**src/rtl/mem_arb_pkg.sv**
```systemverilog
// ---------------------------------------------------------------------------
// mem_arb_pkg
//   Shared types and constants for the IF/MEM memory-port arbiter.
//   - arb_state_t : sequencing FSM states (IDLE, ISSUE, WAIT)
//   - OWN_IF/OWN_MEM : encoding of the requester that owns the port
// ---------------------------------------------------------------------------
package mem_arb_pkg;

    typedef enum logic [1:0] {
        IDLE  = 2'd0,
        ISSUE = 2'd1,
        WAIT  = 2'd2
    } arb_state_t;

    localparam logic OWN_IF  = 1'b0;
    localparam logic OWN_MEM = 1'b1;

endpackage

```
**src/rtl/mem_port_arbiter_if.sv**
```systemverilog
// ---------------------------------------------------------------------------
// mem_port_arbiter_if
//   Single-port memory bus between the arbiter and the shared I/D memory.
//   Signals:
//     en     access strobe, one cycle per access
//     we     write enable, qualified by en
//     addr   access address
//     wdata  write data
//     rdata  read data, valid MEM_LAT cycles after en
//   Modports:
//     master  arbiter side (drives en/we/addr/wdata, receives rdata)
//     slave   memory side
// ---------------------------------------------------------------------------
interface mem_port_arbiter_if #(
    parameter int ADDR_W = 32,
    parameter int DATA_W = 32
);
    logic              en;
    logic              we;
    logic [ADDR_W-1:0] addr;
    logic [DATA_W-1:0] wdata;
    logic [DATA_W-1:0] rdata;

    modport master (
        output en,
        output we,
        output addr,
        output wdata,
        input  rdata
    );

    modport slave (
        input  en,
        input  we,
        input  addr,
        input  wdata,
        output rdata
    );
endinterface

```
**src/rtl/arb_pick2.sv**
```systemverilog
// ---------------------------------------------------------------------------
// arb_pick2
//   Two-way grant selection between the fetch (IF) and data (MEM) requesters.
//   Default build: fixed priority, MEM wins ties (it holds the older
//   instruction). With `ARB_RR_EN defined, ties go to the requester that was
//   not granted last, using the last_grant input.
//   Ports:
//     if_req, mem_req   pending requests
//     last_grant        owner of the previous grant (only with ARB_RR_EN)
//     grant_valid       at least one request is pending
//     grant_owner       OWN_IF / OWN_MEM winner, meaningful with grant_valid
//   Configuration macro: ARB_RR_EN
// ---------------------------------------------------------------------------
module arb_pick2
    import mem_arb_pkg::*;
(
    input  logic if_req,
    input  logic mem_req,
`ifdef ARB_RR_EN
    input  logic last_grant,
`endif
    output logic grant_valid,
    output logic grant_owner
);

    // NOTE: every output gets a default before the branches so no path
    // leaves it unassigned and no latch is inferred.
    always_comb begin
        grant_valid = if_req | mem_req;
        grant_owner = OWN_IF;
        if (if_req && mem_req) begin
`ifdef ARB_RR_EN
            grant_owner = ~last_grant;
`else
            grant_owner = OWN_MEM;
`endif
        end else if (mem_req) begin
            grant_owner = OWN_MEM;
        end
    end

endmodule

```
**src/rtl/mem_port_arbiter.sv**
```systemverilog
// ---------------------------------------------------------------------------
// mem_port_arbiter
//   Shares one single-port instruction/data memory between the IF stage
//   (read-only fetch) and the MEM stage (load/store). One access is in
//   flight at a time: IDLE arbitrates and latches the winner, ISSUE drives a
//   one-cycle port strobe, WAIT counts down the fixed memory latency and the
//   last WAIT cycle returns data with a done pulse to the owner.
//
//   Parameters:
//     ADDR_W, DATA_W  address / data width
//     MEM_LAT         cycles from port.en to valid port.rdata (>= 1)
//   Ports:
//     clk, rst                 clock, synchronous active-high reset
//     if_req/if_addr/if_flush  fetch request, address, redirect cancel
//     if_rdata/if_done/if_stall fetch result, done pulse, stall
//     mem_req/mem_we/mem_addr/mem_wdata  data request
//     mem_rdata/mem_done/mem_stall       data result, done pulse, stall
//     port                     memory bus (mem_port_arbiter_if.master)
//     busy                     an access is in progress
//   Configuration macro: ARB_RR_EN (round-robin tie break, see arb_pick2)
// ---------------------------------------------------------------------------
module mem_port_arbiter
    import mem_arb_pkg::*;
#(
    parameter int ADDR_W  = 32,
    parameter int DATA_W  = 32,
    parameter int MEM_LAT = 1
) (
    input  logic              clk,
    input  logic              rst,

    input  logic              if_req,
    input  logic [ADDR_W-1:0] if_addr,
    input  logic              if_flush,
    output logic [DATA_W-1:0] if_rdata,
    output logic              if_done,
    output logic              if_stall,

    input  logic              mem_req,
    input  logic              mem_we,
    input  logic [ADDR_W-1:0] mem_addr,
    input  logic [DATA_W-1:0] mem_wdata,
    output logic [DATA_W-1:0] mem_rdata,
    output logic              mem_done,
    output logic              mem_stall,

    mem_port_arbiter_if.master port,

    output logic              busy
);

    localparam int CNT_W = (MEM_LAT < 1) ? 1 : $clog2(MEM_LAT + 1);

    generate
        if (MEM_LAT < 1) begin : g_bad_lat
            $error("mem_port_arbiter: MEM_LAT must be >= 1");
        end
    endgenerate

    arb_state_t        state;
    logic              owner;
    logic              cancel;
    logic              lat_we;
    logic [ADDR_W-1:0] lat_addr;
    logic [DATA_W-1:0] lat_wdata;
    logic [CNT_W-1:0]  cnt;

    logic              grant_valid;
    logic              grant_owner;
    logic              flush_hit;
    logic              in_issue;
    logic              done_cycle;

`ifdef ARB_RR_EN
    logic              last_grant;
`endif

    arb_pick2 u_pick (
        .if_req      (if_req),
        .mem_req     (mem_req),
`ifdef ARB_RR_EN
        .last_grant  (last_grant),
`endif
        .grant_valid (grant_valid),
        .grant_owner (grant_owner)
    );

    // A redirect only matters while the fetch owns the port; a flush in IDLE
    // or during a data access leaves the sequencing untouched.
    assign flush_hit = if_flush && (owner == OWN_IF);

    // NOTE: state registers use non-blocking assignments so every register
    // samples the pre-edge values of the others, independent of statement order.
    always_ff @(posedge clk) begin
        if (rst) begin
            state     <= IDLE;
            owner     <= OWN_IF;
            cancel    <= 1'b0;
            lat_we    <= 1'b0;
            lat_addr  <= '0;
            lat_wdata <= '0;
            cnt       <= '0;
`ifdef ARB_RR_EN
            last_grant <= OWN_IF;
`endif
        end else begin
            case (state)
                IDLE: begin
                    if (grant_valid) begin
                        owner  <= grant_owner;
                        cancel <= 1'b0;
                        // A fetch is always a read and carries no write data.
                        if (grant_owner == OWN_MEM) begin
                            lat_we    <= mem_we;
                            lat_addr  <= mem_addr;
                            lat_wdata <= mem_wdata;
                        end else begin
                            lat_we    <= 1'b0;
                            lat_addr  <= if_addr;
                            lat_wdata <= '0;
                        end
`ifdef ARB_RR_EN
                        last_grant <= grant_owner;
`endif
                        state <= ISSUE;
                    end
                end

                ISSUE: begin
                    cnt   <= CNT_W'(MEM_LAT - 1);
                    state <= WAIT;
                    if (flush_hit) begin
                        cancel <= 1'b1;
                    end
                end

                WAIT: begin
                    // The access always runs to completion; cancel only
                    // hides the result from the fetch stage.
                    if (flush_hit) begin
                        cancel <= 1'b1;
                    end
                    if (cnt == '0) begin
                        state <= IDLE;
                    end else begin
                        cnt <= cnt - CNT_W'(1);
                    end
                end

                default: begin
                    state <= IDLE;
                end
            endcase
        end
    end

    assign in_issue   = (state == ISSUE);
    assign done_cycle = (state == WAIT) && (cnt == '0);

    // Done is combinational so a flush landing in the completion cycle still
    // suppresses the fetch result.
    assign if_done  = done_cycle && (owner == OWN_IF) && !cancel && !if_flush;
    assign mem_done = done_cycle && (owner == OWN_MEM) && !cancel;

    assign if_rdata  = if_done ? port.rdata : '0;
    assign mem_rdata = (mem_done && !lat_we) ? port.rdata : '0;

    assign if_stall  = if_req  & ~if_done;
    assign mem_stall = mem_req & ~mem_done;

    assign port.en    = in_issue;
    assign port.we    = in_issue & lat_we;
    assign port.addr  = in_issue ? lat_addr  : '0;
    assign port.wdata = in_issue ? lat_wdata : '0;

    assign busy = (state != IDLE);

endmodule

```
**src/flat_wrapper.sv**
```systemverilog
// flat-port wrapper written by rule: the top's interface ports become plain ports
module mem_port_arbiter_flat import mem_arb_pkg::*;
#(
    parameter int ADDR_W  = 32,
    parameter int DATA_W  = 32,
    parameter int MEM_LAT = 1
)
  (clk, rst, if_req, if_addr, if_flush, if_rdata, if_done, if_stall, mem_req, mem_we, mem_addr, mem_wdata, mem_rdata, mem_done, mem_stall, busy, port_en, port_we, port_addr, port_wdata, port_rdata);
  mem_port_arbiter_if #(.ADDR_W(ADDR_W), .DATA_W(DATA_W)) port_i ();
  input  logic clk;
  input  logic rst;
  input  logic if_req;
  input  logic [ADDR_W-1:0] if_addr;
  input  logic if_flush;
  output logic [DATA_W-1:0] if_rdata;
  output logic if_done;
  output logic if_stall;
  input  logic mem_req;
  input  logic mem_we;
  input  logic [ADDR_W-1:0] mem_addr;
  input  logic [DATA_W-1:0] mem_wdata;
  output logic [DATA_W-1:0] mem_rdata;
  output logic mem_done;
  output logic mem_stall;
  output logic busy;
  output wire logic [$bits(port_i.en)-1:0] port_en;
  output wire logic [$bits(port_i.we)-1:0] port_we;
  output wire logic [$bits(port_i.addr)-1:0] port_addr;
  output wire logic [$bits(port_i.wdata)-1:0] port_wdata;
  input wire logic [$bits(port_i.rdata)-1:0] port_rdata;
  assign port_en = port_i.en;
  assign port_we = port_i.we;
  assign port_addr = port_i.addr;
  assign port_wdata = port_i.wdata;
  assign port_i.rdata = port_rdata;
  mem_port_arbiter #(.ADDR_W(ADDR_W), .DATA_W(DATA_W), .MEM_LAT(MEM_LAT)) u_core (.clk(clk), .rst(rst), .if_req(if_req), .if_addr(if_addr), .if_flush(if_flush), .if_rdata(if_rdata), .if_done(if_done), .if_stall(if_stall), .mem_req(mem_req), .mem_we(mem_we), .mem_addr(mem_addr), .mem_wdata(mem_wdata), .mem_rdata(mem_rdata), .mem_done(mem_done), .mem_stall(mem_stall), .port(port_i), .busy(busy));
endmodule
```
**config.mk**
```make
export PLATFORM = sky130hd
export DESIGN_NAME = mem_port_arbiter_flat
export DESIGN_NICKNAME = d
export VERILOG_FILES = /design/src/rtl/mem_arb_pkg.sv /design/src/rtl/mem_port_arbiter_if.sv /design/src/rtl/arb_pick2.sv /design/src/rtl/mem_port_arbiter.sv /design/src/flat_wrapper.sv
export SDC_FILE = /design/constraint.sdc
export NUM_CORES = 1
export LEC_CHECK = 0
export BUFFER_PORTS_ARGS = -buffer_cell sky130_fd_sc_hd__buf_4
export CORE_MARGIN = 1.5
export CORE_UTILIZATION = 38
export CTS_CLUSTER_DIAMETER = 150
export DETAILED_ROUTE_END_ITERATION = 10
export GPL_TIMING_DRIVEN = 0
export PLACE_DENSITY_LB_ADDON = 0.08
export SLEW_MARGIN = 10
export SYNTH_ARGS = -nofsm -noshare
export SYNTH_HDL_FRONTEND = slang
export SYNTH_SLANG_ARGS = --single-unit
export TNS_END_PERCENT = 50
```
**constraint.sdc**
```tcl
create_clock -name clk -period 1.4 [get_ports clk]
set_input_delay 0.21 -clock clk [delete_from_list [all_inputs] [get_ports clk]]
set_output_delay 0.21 -clock clk [all_outputs]
set_load 0.03 [all_outputs]
```
Word-level counts from Yosys, hierarchy flattened
Cells that the tools add are included.
Cells by class
  reduce and logical (&&, ||, !) cells: 20
  magnitude comparators: 0
  multiplexer cells: 17
  multiply operators: 0
  shifts and indexed selects: 0
  bitwise logic cells: 8
  equality and inequality tests: 5
  div/mod/pow operators: 0
  add/sub/neg operators: 1
Operator list (number)
  $mux 32: 6
  $logic_and 1x1->1: 9
  $mux 1: 6
  $pmux 2 s3: 1
  $reduce_bool 2->1: 3
  $mux 2: 2
  $ne 2x1->1 const B: 2
  $not 1->1: 4
  $pmux 1 s2: 2
  $reduce_and 2->1: 2
  $and 1x1->1: 3
  $logic_not 1->1: 3
  $reduce_and 3->1: 1
  $eq 2x1->1 const B: 1
  $eq 2x2->1 const B: 1
  $logic_not 2->1: 1
  $ne 2x2->1 const B: 1
  $reduce_or 2->1: 1
  $or 1x1->1: 1
  $sub 1x1->1 const B: 1
Storage, ports and cells
  bits of input ports: 134
  ROM bits: 0
  latch bits: 0
  output and inout port bits: 135
  flip-flop bits (word level): 70
  memories: 0
  word-level logic and storage cells: 58
  memory bits (writable): 0

Longest topological paths before layout
Gate-level depths: netlist (run 1).
  depth after elaboration: 7
  depth in mapped cells: 7
  depth with buffers taken out: 5

Modules after synthesis
Synthesis (run 1) repeated with hierarchy kept, for this count alone.
Second synthesis, totals
  cells, all modules: 466
  area total of the unflattened synthesis: 3920.0 sq um
By module, submodules not included
  mem_port_arbiter: area each 3910.0 sq um, instances 1, seq. area each 1381.3 sq um, cells each 464
  arb_pick2: area each 10.0 sq um, instances 1, seq. area each 0.0 sq um, cells each 2

Worst setup path before layout (run 1)
OpenSTA, ideal clock, no wires.
  kind: register -> output
  from: register u_core.state[1]
  to: output port_addr[0]
  cell stages (with the launch flop): 6
  path buffers: 2
  setup slack: -0.366 ns
  arrival: 1.556 ns
  required time: 1.190 ns
  cells stage by stage: dfxtp_1 inv_1 ha_1 clkbuf_1 clkbuf_1 and2_1
Between the ends
  cells in the longest elaborated chain, start to end: 2
Ends and longest elaborated chain
  from (decl): RTL line mem_port_arbiter.sv:60  | arb_state_t state;
  from (signal assigned): RTL line mem_port_arbiter.sv:96  | state <= IDLE;
  from (signal assigned): RTL line mem_port_arbiter.sv:125  | state <= ISSUE;
  from (signal assigned): RTL line mem_port_arbiter.sv:131  | state <= WAIT;
  $eq 2x1->1: RTL line mem_port_arbiter.sv:157  | assign in_issue = (state == ISSUE);
  named net port_en: RTL line flat_wrapper.sv:26  | output wire logic [$bits(port_i.en)-1:0] port_en;
  $mux 32: RTL line mem_port_arbiter.sv:173  | assign port.addr = in_issue ? lat_addr : '0;
  to (decl): RTL line flat_wrapper.sv:28  | output wire logic [$bits(port_i.addr)-1:0] port_addr;
The timed path passes the listed nets, and every way through them passes these cells.

Worst setup path after layout (run 1)
  from: register u_core.state[0]
  to: output mem_rdata[6]
Between the ends
  cells in the longest elaborated chain, start to end: 6
Ends and longest elaborated chain
  $eq 2x2->1: RTL line mem_port_arbiter.sv:158  | assign done_cycle = (state == WAIT) && (cnt == '0);
  $logic_and 1x1->1: RTL line mem_port_arbiter.sv:158
  $logic_and 1x1->1 (2 in series): RTL line mem_port_arbiter.sv:163  | assign mem_done = done_cycle && (owner == OWN_MEM) && !cancel;
  $logic_and 1x1->1: RTL line mem_port_arbiter.sv:166  | assign mem_rdata = (mem_done && !lat_we) ? port.rdata : '0;
  $mux 32: RTL line mem_port_arbiter.sv:166
  to (decl): RTL line flat_wrapper.sv:22  | output logic [DATA_W-1:0] mem_rdata;
No other way between the ends.

==> results of run 1 <==
## tightest hold or removal path, cell delays in order
cell	delay (ns)
buf_4	0.11
nand3_1	0.07
a21oi_1	0.06
## power by group through the flow
stage / Sequential [mW] / Combinational [mW] / Clock [mW]
after floorplan: 2.29 / 1.19 / 0
after global placement: 2.30 / 1.84 / 0
after detailed placement: 2.32 / 1.88 / 0
after CTS: 2.28 / 2.30 / 1.90
after global routing: 2.31 / 2.51 / 2.01
final: 2.29 / 2.37 / 1.87
## cells in the mapped netlist
cell / number
or3b_4: 1
a21oi_1: 35
o21ai_2: 1
nand3_1: 33
buf_4: 5
buf_6: 5
mux2i_1: 33
nor2_1: 35
buf_2: 16
nand3b_1: 1
nor3b_1: 1
clkbuf_1: 16
o21a_1: 1
ha_1: 5
dfxtp_1: 69
nor4b_4: 1
a211oi_2: 33
buf_1: 1
nor3_1: 2
and2_1: 130
nand2_1: 35
nor2b_1: 1
inv_1: 4
## repair_timing
item                                    in CTS  in global routing
gates cloned                                12                  0
gates resized for setup                    249                 43
setup buffers                               14                  2
pin swaps                                   71                 16
endpoints found under the setup margin     195                199
## cells by family (layout without fill, tap and decap cells)
kind of cell / after synthesis / count (layout) / share of synthesized area [%]
AOI/OAI and AO/OA: 70 / 70 / 15.34
adders and majority gates: 5 / 5 / 1.588
buffers and inverters: 47 / 355 / 6.417
DFF: 69 / 69 / 35.07
muxes: 33 / 33 / 8.386
and+or+nand+nor: 240 / 240 / 33.20
## per-layer routing
layer / up-vias / global-route usage [%]
met5: - / 0
met4: 0 / 8.219
met3: 27 / 6.176
met2: 181 / 53.31
met1: 2114 / 29.78
li1: 2150 / -
## layout make-up
cell class	count	area share [%]
timing repair buffer	292	35.63
buffer	43	5.818
clock inverter	6	1.183
inverter	4	0.2238
clock buffer	10	1.758
multi-input combinational	348	35.55
sequential	69	17.71
tap	133	2.126
## worst max-delay path by stage
stage,slack [ns],end
after floorplan,-0.04,if_rdata[10]
after global placement,-0.40,mem_rdata[12]
after detailed placement,-0.45,mem_rdata[6]
after CTS,-0.57,mem_rdata[6]
after global routing,-0.64,mem_rdata[13]
final,-0.54,mem_rdata[6]
## state kept, by name, summed over array words and instances (netlist names)
signal	count
u_core.lat_addr	32
u_core.lat_wdata	32
u_core.state	2
u_core.cancel	1
u_core.lat_we	1
u_core.owner	1
==> results.toml, run 1 <==
[critical_path]
cp_cell_sequence = "inv_4 -> ha_4 -> nand3b_1 -> nor2_4 -> buf_6 -> buf_6 -> and2_4 -> buf_6"
endpoint_kind = "primary output"
crit_start = "u_core.state[0]"
crit_path_frequent_cell = "buf_6"
path_class = "reg -> out"
cp.depth = 8
cp-start-kind = "flip-flop"
r2r_end = "u_core.state[1]"
cp_num_buf_inv = 4
crit_arrival_ns = 1.73
crit_family = "simple AND/OR/NAND/NOR gates"
worstPathRequired_ns = 1.19
rrSetupSlack_ns = -0.17
crit_path_max_incr_delay_ns = 0.37
r2r_cells = 7
crit_fanout = 5
cpMaxStageDelayCell = "dfxtp_4"
r2r-start = "u_core.state[0]"

[clock_tree]
clk-insertion-delay-late_ns = 0.35
cts_tree = "built"
cts_made_buffers = 9
clockRootBuffer = "clkbuf_8"
clock-sinks = 69
htree_levels = 3
path_clk_slew_ns = 0.09
clk_path_buf_depth = 2
ctsHoldBuffers = 0

[grt]
grt_max_degree = 14
gr-usage-all-layers_pct = 27.71
grt.overflow.total = 0
grt_pass1_vias = 4532
grt_pass1_wl_um = 24160
antenna_found_initial = 0

[logic_synthesis]
yosysWarnings = 0
synthCells = 464
synth.net_count = 603
netlist_area_mm2 = 0.003939
synth_top_cell_area_share_pct = 35.07
synth_seq_area_share_pct = 35.07
yosys_register_bits = 69
synth.distinct_cells = 23
avgSynthCellArea_um2 = 8.489
yosysTopAreaCell = "dfxtp_1"
ys_top_cells_by_area = "dfxtp_1 (35%), and2_1 (21%), a211oi_2 (10%)"

[drt]
wl_met1_um = 5840
dr_total_vias = 4472
drtAntennaViolNets = 0
wl_met2_um = 8627
met3_wirelength_um = 996
wirelength_um = 15820
drt_iter0_markers = 120
viasPerCell = 4.941
drcViolationCount = 0
drtPass1Iterations = 4
highest_layer = "met4"
wl_per_cell_um = 17.48

[hold_path]
hold_path_depth = 3
hold_end = "u_core.lat_wdata[9]"
hold_start = "mem_wdata[9]"
hold_class = "in -> reg"

[power_and_ir_drop]
intPower_mw = 4.431
power_frac_comb_pct = 36.3
swShare_pct = 32.18
power_mw = 6.534
p_leak_nw = 3.652
pwr-share-clk_pct = 28.7
power_per_cell_area_mw_per_mm2 = 834.8
sequentialPowerShare_pct = 35.1
p_sw_mw = 2.103
ir_drop_v = 0.0007111

[floorplan]
start_util_pct = 39.75
fp.dieW_um = 104.8
dieArea_mm2 = 0.01099
row_count = 36
die_h_um = 104.8
ios = 269
core_area_mm2 = 0.009910

[timing]
timing.final.ws_setup_ns = -0.5371
drv_slew = 0
finalCriticalPeriod_ns = 1.937
max_freq_mhz = 516.2
holdWs_ns = 0.1372
slew_headroom_pct = 52.38
fin_crit_sh_pct = 138.4
setup_viol_count_final = 176
rsz0062_at_grt = "true"
skew_ns = 0.01203
finalHoldViolations = 0
fin_setup_tns_ns = -60.28
worst_slew_pin_slew_ns = 0.7143

[placement]
placed_area_mm2 = 0.006392
dp_hpwl_um = 10750
post-place-ws_ns = -0.4450
port_buffers = 266
gp_congestion = 0.8567
dpl.cell_count = 863

[status]
violations = "negative setup slack"
outcome = "finished with violations"

[layout]
fin_cells = 905
final_nets = 906
final_area_mm2 = 0.007828
ff_latch_area_mm2 = 0.001386
drive_gt1_share_pct = 71.50
diodes = 0
multiInputGateArea_mm2 = 0.002783
post-route-util_pct = 78.99
final_common_cell = "buf_6"
area_growth_pct = 98.73
fillCellCount = 637
final_cell_mix = "buf_6 (161), buf_4 (141), and2_4 (130)"

[job]
maxCapViolCount = 0
No activity file was read; power rests on OpenSTA's default activity.
==> run 2, diff against run 1 <==
--- a/config.mk
+++ b/config.mk
@@ -12,6 +12,7 @@
 export DETAILED_ROUTE_END_ITERATION = 10
 export GPL_TIMING_DRIVEN = 0
 export PLACE_DENSITY_LB_ADDON = 0.08
+export REMOVE_ABC_BUFFERS = 1
 export SLEW_MARGIN = 10
 export SYNTH_ARGS = -nofsm -noshare
 export SYNTH_HDL_FRONTEND = slang
==> run 2 against run 1 <==
  * The flow still finishes with violations (negative setup slack)
  * Clock skew fell by 0.0015 ns
  * Flip-flop and latch count did not move
  * Sequential share of layout area up 1.1 points
  * Highest routed layer unchanged
  * Clock power decreased by 21%
  * Cell area down 5.6%
  * Fmax decreased by 2.0%
  * Count of clock-buffer cells in the layout did not move
  * Non-clock buffer count decreased by 30
==> results.toml, run 2 (synthesized netlist as in run 1, its figures left out) <==
[placement]
dp_hpwl_um = 8558
port_buffers = 268
placed_area_mm2 = 0.005922
gp_congestion = 0.7735
dpl.cell_count = 823

[grt]
use_met1_pct = 30.31
grt.overflow.total = 0
grt_pass1_wl_um = 23070
gr-usage-all-layers_pct = 26.39
grt.met2_usage_pct = 47.43
busiest_layer = "met2"
antenna_found_initial = 0
grt_pass1_vias = 4356
globalRouteMet3Util_pct = 6.613
grt_max_degree = 76

[floorplan]
die_h_um = 104.8
row_count = 36
ios = 269
core_area_mm2 = 0.009910
fp.dieW_um = 104.8
start_util_pct = 39.75
dieArea_mm2 = 0.01099

[layout]
fin_cells = 880
final_cell_mix = "buf_4 (148), buf_6 (144), and2_1 (66)"
diodes = 0
area_growth_pct = 87.55
final_nets = 882
largest_registers = "u_core.lat_addr: 32 flops, u_core.lat_wdata: 32 flops, u_core.state: 2 flops"
final_common_cell = "buf_4"
drive_gt1_share_pct = 58.90
final_area_mm2 = 0.007387

[critical_path]
cp_cell_sequence = "inv_4 -> ha_4 -> buf_6 -> nor4b_4 -> buf_4 -> and2_4 -> buf_6"
path_class = "reg -> out"
crit_path_frequent_cell = "buf_6"
worstPathRequired_ns = 1.19
cp-start-kind = "flip-flop"
crit_arrival_ns = 1.77
cpMaxStageDelayCell = "dfxtp_4"
crit_family = "buffers and inverters"
crit_path_max_incr_delay_ns = 0.35
crit_fanout = 5
cp_num_buf_inv = 4
endpoint_kind = "primary output"

[drt]
drtPass1Iterations = 4
viasPerCell = 5.042
wl_per_cell_um = 17.47
drt_iter0_markers = 170
drcViolationCount = 0
drtAntennaViolNets = 0
wirelength_um = 15370
dr_total_vias = 4437

[clock_tree]
path_clk_slew_ns = 0.08
clock-sinks = 69
clockRootBuffer = "clkbuf_8"
ctsHoldBuffers = 0
cts_made_buffers = 9
htree_levels = 3
clk_path_buf_depth = 2
cts_tree = "built"
clk-insertion-delay-late_ns = 0.35

[timing]
setup_viol_count_final = 173
finalCriticalPeriod_ns = 1.976
fin_crit_sh_pct = 141.2
max_freq_mhz = 506.0
worst_slew_pin_slew_ns = 0.9776
slew_headroom_pct = 34.83
rsz0062_at_grt = "true"
timing.final.ws_setup_ns = -0.5762
drv_slew = 0
finalHoldViolations = 0
holdWs_ns = 0.1329
skew_ns = 0.01054

[status]
outcome = "finished with violations"
violations = "negative setup slack"

[power_and_ir_drop]
power_frac_comb_pct = 37.5
p_leak_nw = 3.420
pwr-share-clk_pct = 24.7
intPower_mw = 3.951
swShare_pct = 34.17
power_per_cell_area_mw_per_mm2 = 812.5
power_mw = 6.002
sequentialPowerShare_pct = 37.9
p_sw_mw = 2.051
ir_drop_v = 0.0006581

[job]
maxCapViolCount = 0

[hold_path]
hold_class = "in -> reg"
-- run 2: worst register-to-register path, cell delays in order (launching register included) --
cell and delay (ns):
dfxtp_4 0.36, inv_4 0.04, buf_4 0.13, ha_4 0.18
buf_6 0.13, o21ai_4 0.29, nand2_1 0.19, a21oi_2 0.15
-- run 2: power by group through the flow --
stage,Sequential (mW),Combinational [mW],Clock [mW]
2_1_floorplan,2.27,0.930,0
5_1_grt,2.29,2.40,1.60
3_5_place_dp,2.30,1.66,0
4_1_cts,2.26,2.04,1.51
3_3_place_gp,2.28,1.62,0
6_report,2.27,2.25,1.48
-- run 2: final timing paths --
path	startpoint	endpoint	slack (ns)	cells past startpoint
hold / removal	mem_wdata[11]	u_core.lat_wdata[11]	0.13	3
hold reg to reg	u_core.lat_wdata[3]	u_core.lat_wdata[3]	0.45	2
setup reg to reg	u_core.state[0]	u_core.lat_wdata[20]	-0.14	7
setup / recovery	u_core.state[0]	if_rdata[26]	-0.58	7
-- run 2: cell type report --
class                   count  area (um^2)
repair buffers            305         3005
multi-input cells         354         2631
fillers                   723         2522
flip-flops and latches     69         1391
well taps                 133        166.4
clock buffers              10        137.6
clock inverters             5        37.54
inverters                   4        17.52
-- run 2: stage by stage --
stage	setup slack (ns)	util, %	setup TNS, ns
global placement	-2.596	59.33	-267.07
CTS	-0.5224	71.09	-54.31
global route	-0.6329	74.55	-74.75
detailed placement	-1.008	59.76	-118.10
finish	-0.5762	74.55	-62.90
floorplan	-1.801	-	-158.97
-- run 2: what timing repair did --
action / 4_1_cts / 5_1_grt
pin swaps: 65 / 28
setup buffers: 24 / 6
setup endpoints to repair: 204 / 198
cloned: 8 / 5
endpoints found under the hold margin: 0 / 0
resized for setup: 184 / 54
-- run 2: metal layers --
metal  share of wire [%]  vias up  routed length (um)
met3                 6.2       32                 951
li1                    -     2107                   -
met5                   0        -                   0
met2                  53      165                8129
met1                  38     2133                5912
met4                 2.5        0                 378
